<file path="src/rtl/hangman_pkg.sv">
// Shared types and constants for the hangman game blocks.
package hangman_pkg;

    typedef enum logic [1:0] {
        ENTRY,
        WAIT_RDY,
        SEND,
        LOCKED
    } game_state_t;

    localparam int         WORD_LEN_DEF = 5;
    localparam logic [7:0] ASCII_A      = 8'h41;
    localparam logic [7:0] ASCII_Z      = 8'h5A;
    localparam logic [7:0] CASE_OFFSET  = 8'h20;

endpackage

</file>
<file path="src/rtl/letter_normalizer.sv">
// Maps a keypad ASCII code to its upper-case letter and flags whether it is a letter at all.
module letter_normalizer
    import hangman_pkg::*;
(
    input  logic [7:0] code,
    output logic [7:0] upper,
    output logic       ok
);

    always_comb begin
        upper = code;
        ok    = 1'b0;
        if (code >= ASCII_A && code <= ASCII_Z) begin
            ok = 1'b1;
        end else if (code >= (ASCII_A + CASE_OFFSET) && code <= (ASCII_Z + CASE_OFFSET)) begin
            upper = code - CASE_OFFSET;
            ok    = 1'b1;
        end
    end

endmodule

</file>
<file path="src/rtl/word_setter.sv">
// Secret-word entry for the hangman game: collects letters from the host keypad,
// hands the finished word to the game logic and holds it for the whole round.
module word_setter
    import hangman_pkg::*;
#(
    parameter int WORD_LEN = WORD_LEN_DEF
) (
    input  logic                  clk,
    input  logic                  nRst,
    input  logic [7:0]            key_letter,
    input  logic                  key_valid,
    input  logic                  key_del,
    input  logic                  key_confirm,
    input  logic                  game_rdy,
    input  logic                  game_done,
    output logic [8*WORD_LEN-1:0] setWord,
    output logic                  toggle_state,
    output logic [2:0]            letter_count,
    output logic                  word_full,
    output logic                  locked,
    output logic                  key_err
);

    game_state_t           state, state_next;
    logic [8*WORD_LEN-1:0] word, word_next;
    logic [2:0]            count, count_next;
    logic                  err_next;
    logic [7:0]            upper;
    logic                  letter_ok;
    int                    wr_pos;
    int                    del_pos;

    letter_normalizer u_norm (
        .code  (key_letter),
        .upper (upper),
        .ok    (letter_ok)
    );

    assign word_full    = (count == 3'(WORD_LEN));
    assign letter_count = count;
    assign setWord      = word;
    assign toggle_state = (state == SEND);
    assign locked       = (state == SEND) || (state == LOCKED);

    always_ff @(posedge clk or negedge nRst) begin
        if (!nRst) begin
            state   <= ENTRY;
            word    <= '0;
            count   <= '0;
            key_err <= 1'b0;
        end else begin
            state   <= state_next;
            word    <= word_next;
            count   <= count_next;
            key_err <= err_next;
        end
    end

    // Letter 0 sits in the top byte, so slot n starts 8*(WORD_LEN-1-n) bits up.
    always_comb begin
        state_next = state;
        word_next  = word;
        count_next = count;
        err_next   = 1'b0;
        wr_pos     = 8 * (WORD_LEN - 1 - int'(count));
        del_pos    = 8 * (WORD_LEN - int'(count));
        case (state)
            ENTRY: begin
                if (key_confirm) begin
                    if (!word_full)    err_next   = 1'b1;
                    else if (game_rdy) state_next = SEND;
                    else               state_next = WAIT_RDY;
                end else if (key_del) begin
                    if (count == 3'd0) begin
                        err_next = 1'b1;
                    end else begin
                        word_next[del_pos +: 8] = 8'h00;
                        count_next              = count - 3'd1;
                    end
                end else if (key_valid) begin
                    if (!letter_ok || word_full) begin
                        err_next = 1'b1;
                    end else begin
                        word_next[wr_pos +: 8] = upper;
                        count_next             = count + 3'd1;
                    end
                end
            end
            WAIT_RDY: begin
                if (game_rdy)                     state_next = SEND;
                else if (key_del && !key_confirm) state_next = ENTRY;
            end
            SEND: begin
                state_next = LOCKED;
            end
            LOCKED: begin
                if (game_done) begin
                    word_next  = '0;
                    count_next = '0;
                    state_next = ENTRY;
                end
            end
            default: begin
                state_next = ENTRY;
            end
        endcase
    end

endmodule

</file>
<file path="config.mk">
export PLATFORM = sky130hd
export DESIGN_NAME = word_setter
export DESIGN_NICKNAME = d
export VERILOG_FILES = /design/src/rtl/hangman_pkg.sv /design/src/rtl/letter_normalizer.sv /design/src/rtl/word_setter.sv
export SDC_FILE = /design/constraint.sdc
export NUM_CORES = 1
export LEC_CHECK = 0
export CAP_MARGIN = 40
export CORE_ASPECT_RATIO = 1.25
export CORE_MARGIN = 8
export CORE_UTILIZATION = 35
export CTS_CLUSTER_SIZE = 16
export DETAILED_ROUTE_END_ITERATION = 8
export HOLD_SLACK_MARGIN = 0.15
export PLACE_DENSITY = 0.6
export SLEW_MARGIN = 20
export SYNTH_ARGS = -nofsm -noshare
export SYNTH_HDL_FRONTEND = slang
export SYNTH_SLANG_ARGS = --single-unit
export TNS_END_PERCENT = 1
</file>
<file path="constraint.sdc">
create_clock -name clk -period 4.7 [get_ports clk]
set_input_delay 1.175 -clock clk [delete_from_list [all_inputs] [get_ports clk]]
set_output_delay 1.175 -clock clk [all_outputs]
set_load 0.02 [all_outputs]
</file>
==> results.toml, run 1 <==
[drt]
route.detailed.drc = 0
vias_per_cell = 5.22
dr_wl_met3_um = 306
drt-met1-wl_um = 2890
dr_wl_met2_um = 3540
finalWirelength_um = 6830
route.antenna.remaining_nets = 0
num_vias = 2097
drtIter0Drc = 85
routed.top_layer = "met4"
wl_per_cell_um = 17.0
drt_first_pass_iters = 4

[clock_network]
cts.reportedPaths.clkPinSlew_ps = 80
cts_max_level = 2
clk_path_buf_depth = 2
ctsResizeCount = 0
clock-sinks = 46
ctsHoldBuffers = 0
cts_setup_buffers = 0
clockRootBuffer = "clkbuf_8"
cts_tree = "yes"
clk_latency_ps = 290
cts_buffers = 5

[finish]
layout-drive-gt1-share_pct = 13.9
layout_commonest_cell = "clkdlybuf4s50_1"
final_cell_mix = "clkdlybuf4s50_1, dfrtp_1, inv_1"
regArea_sq_um = 1150
fin_nets = 341
fillCellCount = 684
n_antenna_cell = 0
multi_input_area_sq_um = 1410
areaGrowthSynthToFinish_pct = 29.4

[power_and_ir_drop]
peakVddDrop_mv = 0.296
finalPower_w = 0.00184
p_leak_nw = 1.59
power_density_nw_per_um2 = 528

[critical_path]
arrival_ps = 3930
slowest_delay_ps = 630
endpoint_kind = "register"
cpMostUsedCell = "ha_1"
worstPathRequired_ps = 4880
path_max_fanout = 10
path_class = "register to register"
slowest_stage = "or4_1"
path_cells = "inv_1, ha_1, ha_1, nand3_1, inv_1, ha_1, or4_1, nor4b_1, o32a_1, mux2_4"
cp-start-kind = "register"

[sta]
rsz0062_at_grt = "false"
timing_worst_slew_pin_value_ps = 690
fin_tns_setup_ps = 0
relSlewSlack_pct = 53.5
hold_viol = 0
setup_viol = 0
finClkSkew_ps = 2.97
whs_ps = 496
finalCritPeriodShare_pct = 79.7
max_clock_freq_ghz = 0.267
min_period_ps = 3750
drv_slew = 0

[synthesis]
ys_seq_area_share_pct = 42.8
synthCells = 248
netlist_area_sq_um = 2690
async_flop_share_pct = 100
yosys_warnings = 0
post_synth.cell_area_avg_sq_um = 10.8
synth_cell_types = 56
ys_ff_latch = 46
syn_nets = 279
synth-edff-count = 0
synth_ff_type = "dfrtp_1"

[floorplan]
core-area_sq_um = 7400
die_h_um = 114
ios = 62
die_x_um = 94.4
die_area_sq_um = 10800
rows = 35
start_util_pct = 36.3

[placement]
dp_hpwl_um = 5260
port_buffers = 61
routabilityCongestion = 0.816

[global_route]
grt_pass1_vias = 2152
grt_pass1_wl_um = 11200
grt_usage_pct = 12.9
grt_max_degree = 33
grt.overflow.total = 0
grt_antenna_before_repair = 0

[hold_path]
hold_path_class = "register to register"

[flow_run]
cap_violations = 0

[status]
status = "complete, no violations"
## critical path, delay by kind of cell, from the launching register on
family	cells	cell delay (ps)
simple gates	3	1070
fa+ha+maj	3	930
flops	1	540
compound gates	1	510
mux	1	340
buf+inv	2	240
## stage by stage
stage                     util [%]  area, sq um  cells  worst slack (ps)
final                         47.0         3480    402               953
after global routing          47.0         3480    402               739
after CTS                     47.0         3480    402               931
after detailed placement      46.0         3400    395               802
after global placement        45.7         3380    394               811
after floorplan                  -         2690    248              1160
## worst paths after layout
kind | cells after the start | from | slack (ps) | end
hold reg to reg | 1 | setWord[37]$_DFFE_PN0P_ | 500 | setWord[37]$_DFFE_PN0P_
min in group asynchronous | 1 | nRst | 790 | state[1]$_DFFE_PN0P_
max in group asynchronous | 2 | nRst | 3410 | setWord[31]$_DFFE_PN0P_
setup / recovery | 10 | letter_count[0]$_DFFE_PN0P_ | 950 | setWord[8]$_DFFE_PN0P_
hold / removal | 1 | setWord[37]$_DFFE_PN0P_ | 500 | setWord[37]$_DFFE_PN0P_
setup reg to reg | 10 | letter_count[0]$_DFFE_PN0P_ | 950 | setWord[8]$_DFFE_PN0P_
## layer usage
metal  global-route usage [%]  vias up
li1                         -     1023
met1                     15.4     1026
met2                     22.8       41
met3                     1.97        7
met4                     4.45        0
met5                        0        -
## Yosys cell counts, types with 2 or more instances
cell        n  share of area (%)
nor2b_1     7                1.6
a21o_1      3               0.84
nor4_1      3               0.70
mux2_4      6                3.4
o2bb2ai_1   7                2.3
a2bb2oi_4   2                2.0
nand3b_1    3               0.84
mux2i_1     4                1.5
nor3b_1     2               0.56
fa_1        2                1.5
o211ai_1    2               0.56
nand2b_1    2               0.47
o22ai_1     2               0.47
nand3_1     6                1.1
a21oi_1     5               0.93
nor2_1     10                1.4
or3b_2      2               0.65
ha_1       14                6.5
or4_4       2               0.84
o31ai_1     3               0.84
nor3_1      3               0.56
mux2_2     12                5.0
inv_1      22                3.1
and3_1     19                4.4
nor4b_1     2               0.65
nand4_1     2               0.47
clkbuf_1    6               0.84
o21ai_0     3               0.56
buf_6       2               0.84
a22o_1      6                2.0
dfrtp_1    46                 43
and2_1      4               0.93
nand2_1    11                1.5
## power breakdown
| part | total, W | switching [W] | internal, W |
|---|---|---|---|
| sequential | 0.000536 | 0.0000665 | 0.000470 |
| clock | 0.000234 | 0.000134 | 0.000100 |
| combinational | 0.00107 | 0.000617 | 0.000450 |
## final cells by class
| class | instances | share of cell area [%] |
|---|---|---|
| tap | 92 | 3.31 |
| sequential | 46 | 33.1 |
| clock inverter | 2 | 0.288 |
| inverter | 22 | 2.37 |
| clock buffer | 5 | 1.98 |
| timing repair buffer | 64 | 18.4 |
| multi-input combinational | 171 | 40.6 |
## sequential cells by signal, summed over array words and instances, names as in the netlist
register,flops
state,2
key_err,1
setWord,40
letter_count,3
## kinds of logic after synthesis
kind of cell,share of synthesized area (%)
mux,9.87
flops,42.8
buf+inv,4.93
compound gates,14.6
simple gates,19.5
fa+ha+maj,8.00
xor+xnor,0.326
No activity file was read; power rests on OpenSTA's default activity.
==> run 2: changes to the inputs <==
Settings changed: PLACE_DENSITY 0.6 to 0.63.
Clock period 4.7 ns to 3.4 ns, I/O delays scaled along.
==> results.toml, run 2 (synthesis results as in run 1) <==
[critical_path]
endpoint_kind = "register"
cp-start-kind = "register"
reg2reg_slack_ps = 170
arrival_ps = 3420
slowest_stage = "or4_4"
ff2ff_path_depth = 10
path_max_fanout = 8
r2r-end = "setWord[25]$_DFFE_PN0P_"
rr_startpoint = "letter_count[0]$_DFFE_PN0P_"
slowest_delay_ps = 560
path_cells = "inv_1, ha_1, ha_4, nand3_1, inv_1, ha_2, or4_4, or4_4, a2bb2oi_4, mux2_2"
path_buf_inv = 2
worstPathRequired_ps = 3580
worstSetupStartpoint = "letter_count[0]$_DFFE_PN0P_"
cp_top_family = "simple AND/OR/NAND/NOR gates"
path_class = "register to register"

[finish]
areaGrowthSynthToFinish_pct = 37.3
utilization_pct = 49.9
fin_nets = 358
final_cell_mix = "clkdlybuf4s50_1, dfrtp_1, inv_1"
layout_commonest_cell = "clkdlybuf4s50_1"
layout-drive-gt1-share_pct = 21.6
largest_reg_flops = 40
stdcell_area_sq_um = 3690
n_antenna_cell = 0

[sta]
whs_ps = 499
rsz0062_at_grt = "false"
relSlewSlack_pct = 52.8
finClkSkew_ps = 12.1
min_period_ps = 3230
timing_worst_slew_pin_value_ps = 708
hold_viol = 0
setup_viol = 0
drv_slew = 0
max_clock_freq_ghz = 0.309
finalCritPeriodShare_pct = 95.1

[hold_path]
hold_path_depth = 1
min_from = "setWord[37]$_DFFE_PN0P_"
hold_path_class = "register to register"
hold_end = "setWord[37]$_DFFE_PN0P_"

[clock_network]
clk_path_buf_depth = 2
cts_max_level = 2
clockRootBuffer = "clkbuf_8"
ctsHoldBuffers = 0
cts.reportedPaths.clkPinSlew_ps = 90
cts_buffers = 5
clk_latency_ps = 300
clock-sinks = 46
cts_tree = "yes"

[drt]
vias_per_cell = 5.11
finalWirelength_um = 7220
drt_first_pass_iters = 4
route.antenna.remaining_nets = 0
wl_per_cell_um = 17.2
route.detailed.drc = 0
num_vias = 2147
drtIter0Drc = 107

[global_route]
grt_pass1_vias = 2219
grt_pass1_wl_um = 11300
grt.overflow.total = 0
grt_usage_pct = 13.3
grt_max_degree = 30
grt_antenna_before_repair = 0

[floorplan]
rows = 35
die_area_sq_um = 10800
die_x_um = 94.4
die_h_um = 114
start_util_pct = 36.3
ios = 62
core-area_sq_um = 7400

[placement]
dp_hpwl_um = 5630
routabilityCongestion = 0.850
port_buffers = 61
postPlaceCellArea_sq_um = 3530

[power_and_ir_drop]
power_density_nw_per_um2 = 806
p_leak_nw = 1.69
peakVddDrop_mv = 0.447

[flow_run]
cap_violations = 0

[status]
status = "complete, no violations"
run 2: changes by cell type in the layout (fill, tap and decap cells not counted), moves of 2 or more:
| cell | before | now |
|---|---|---|
| ha_1 | 14 | 12 |
| buf_4 | 2 | 19 |
| dfrtp_1 | 46 | 43 |
| clkinv_2 | 2 | 0 |
| dfrtp_2 | 0 | 3 |
run 2: worst max-delay path by stage:
stage | endpoint | slack [ps] | cells past startpoint
2_1_floorplan | setWord[24]$_DFFE_PN0P_ | 0.06 | 10
3_3_place_gp | setWord[27]$_DFFE_PN0P_ | 80 | 11
3_5_place_dp | setWord[25]$_DFFE_PN0P_ | -100 | 11
4_1_cts | setWord[25]$_DFFE_PN0P_ | 70 | 9
5_1_grt | setWord[26]$_DFFE_PN0P_ | 20 | 10
6_report | setWord[25]$_DFFE_PN0P_ | 170 | 10
run 2: per-layer routing:
| layer | track usage (%) | up-vias | share of wire [%] |
|---|---|---|---|
| met5 | 0 | - | 0 |
| met3 | 1.45 | 10 | 3.3 |
| met2 | 23.8 | 40 | 53 |
| met1 | 15.5 | 1039 | 42 |
| met4 | 5.51 | 0 | 2.0 |
| li1 | - | 1058 | - |
run 2: repair_timing:
item / in CTS / in global routing
pin swaps: 0 / 2
buffers inserted: 0 / 1
hold endpoints to repair: 0 / 0
gates resized for setup: 4 / 6
endpoints found under the setup margin: 18 / 12
run 2: cell type report:
| class | count | area, sq um |
|---|---|---|
| sequential | 46 | 1150 |
| timing repair buffer | 81 | 776 |
| fill | 694 | 3710 |
| multi-input combinational | 171 | 1450 |
| clock buffer | 6 | 72.6 |
| tap | 92 | 115 |
| inverter | 22 | 82.6 |
| clock inverter | 2 | 37.5 |
run 2: per-stage QoR:
stage	TNS [ps]	setup WS [ps]	power, W	instances
after floorplan	0	0.0637	0.00175	248
after global placement	0	83.9	0.00233	410
after detailed placement	-1130	-102	0.00237	411
after CTS	0	73.7	0.00284	419
after global routing	0	23.8	0.00318	420
final	0	166	0.00297	420
run 2: where the power goes:
group          total (W)  switching, W  internal (W)  leakage [nW]
combinational    0.00183      0.000979      0.000853          1.02
sequential      0.000727     0.0000748      0.000652         0.626
clock           0.000416      0.000196      0.000220        0.0514
total            0.00297       0.00125       0.00172          1.69
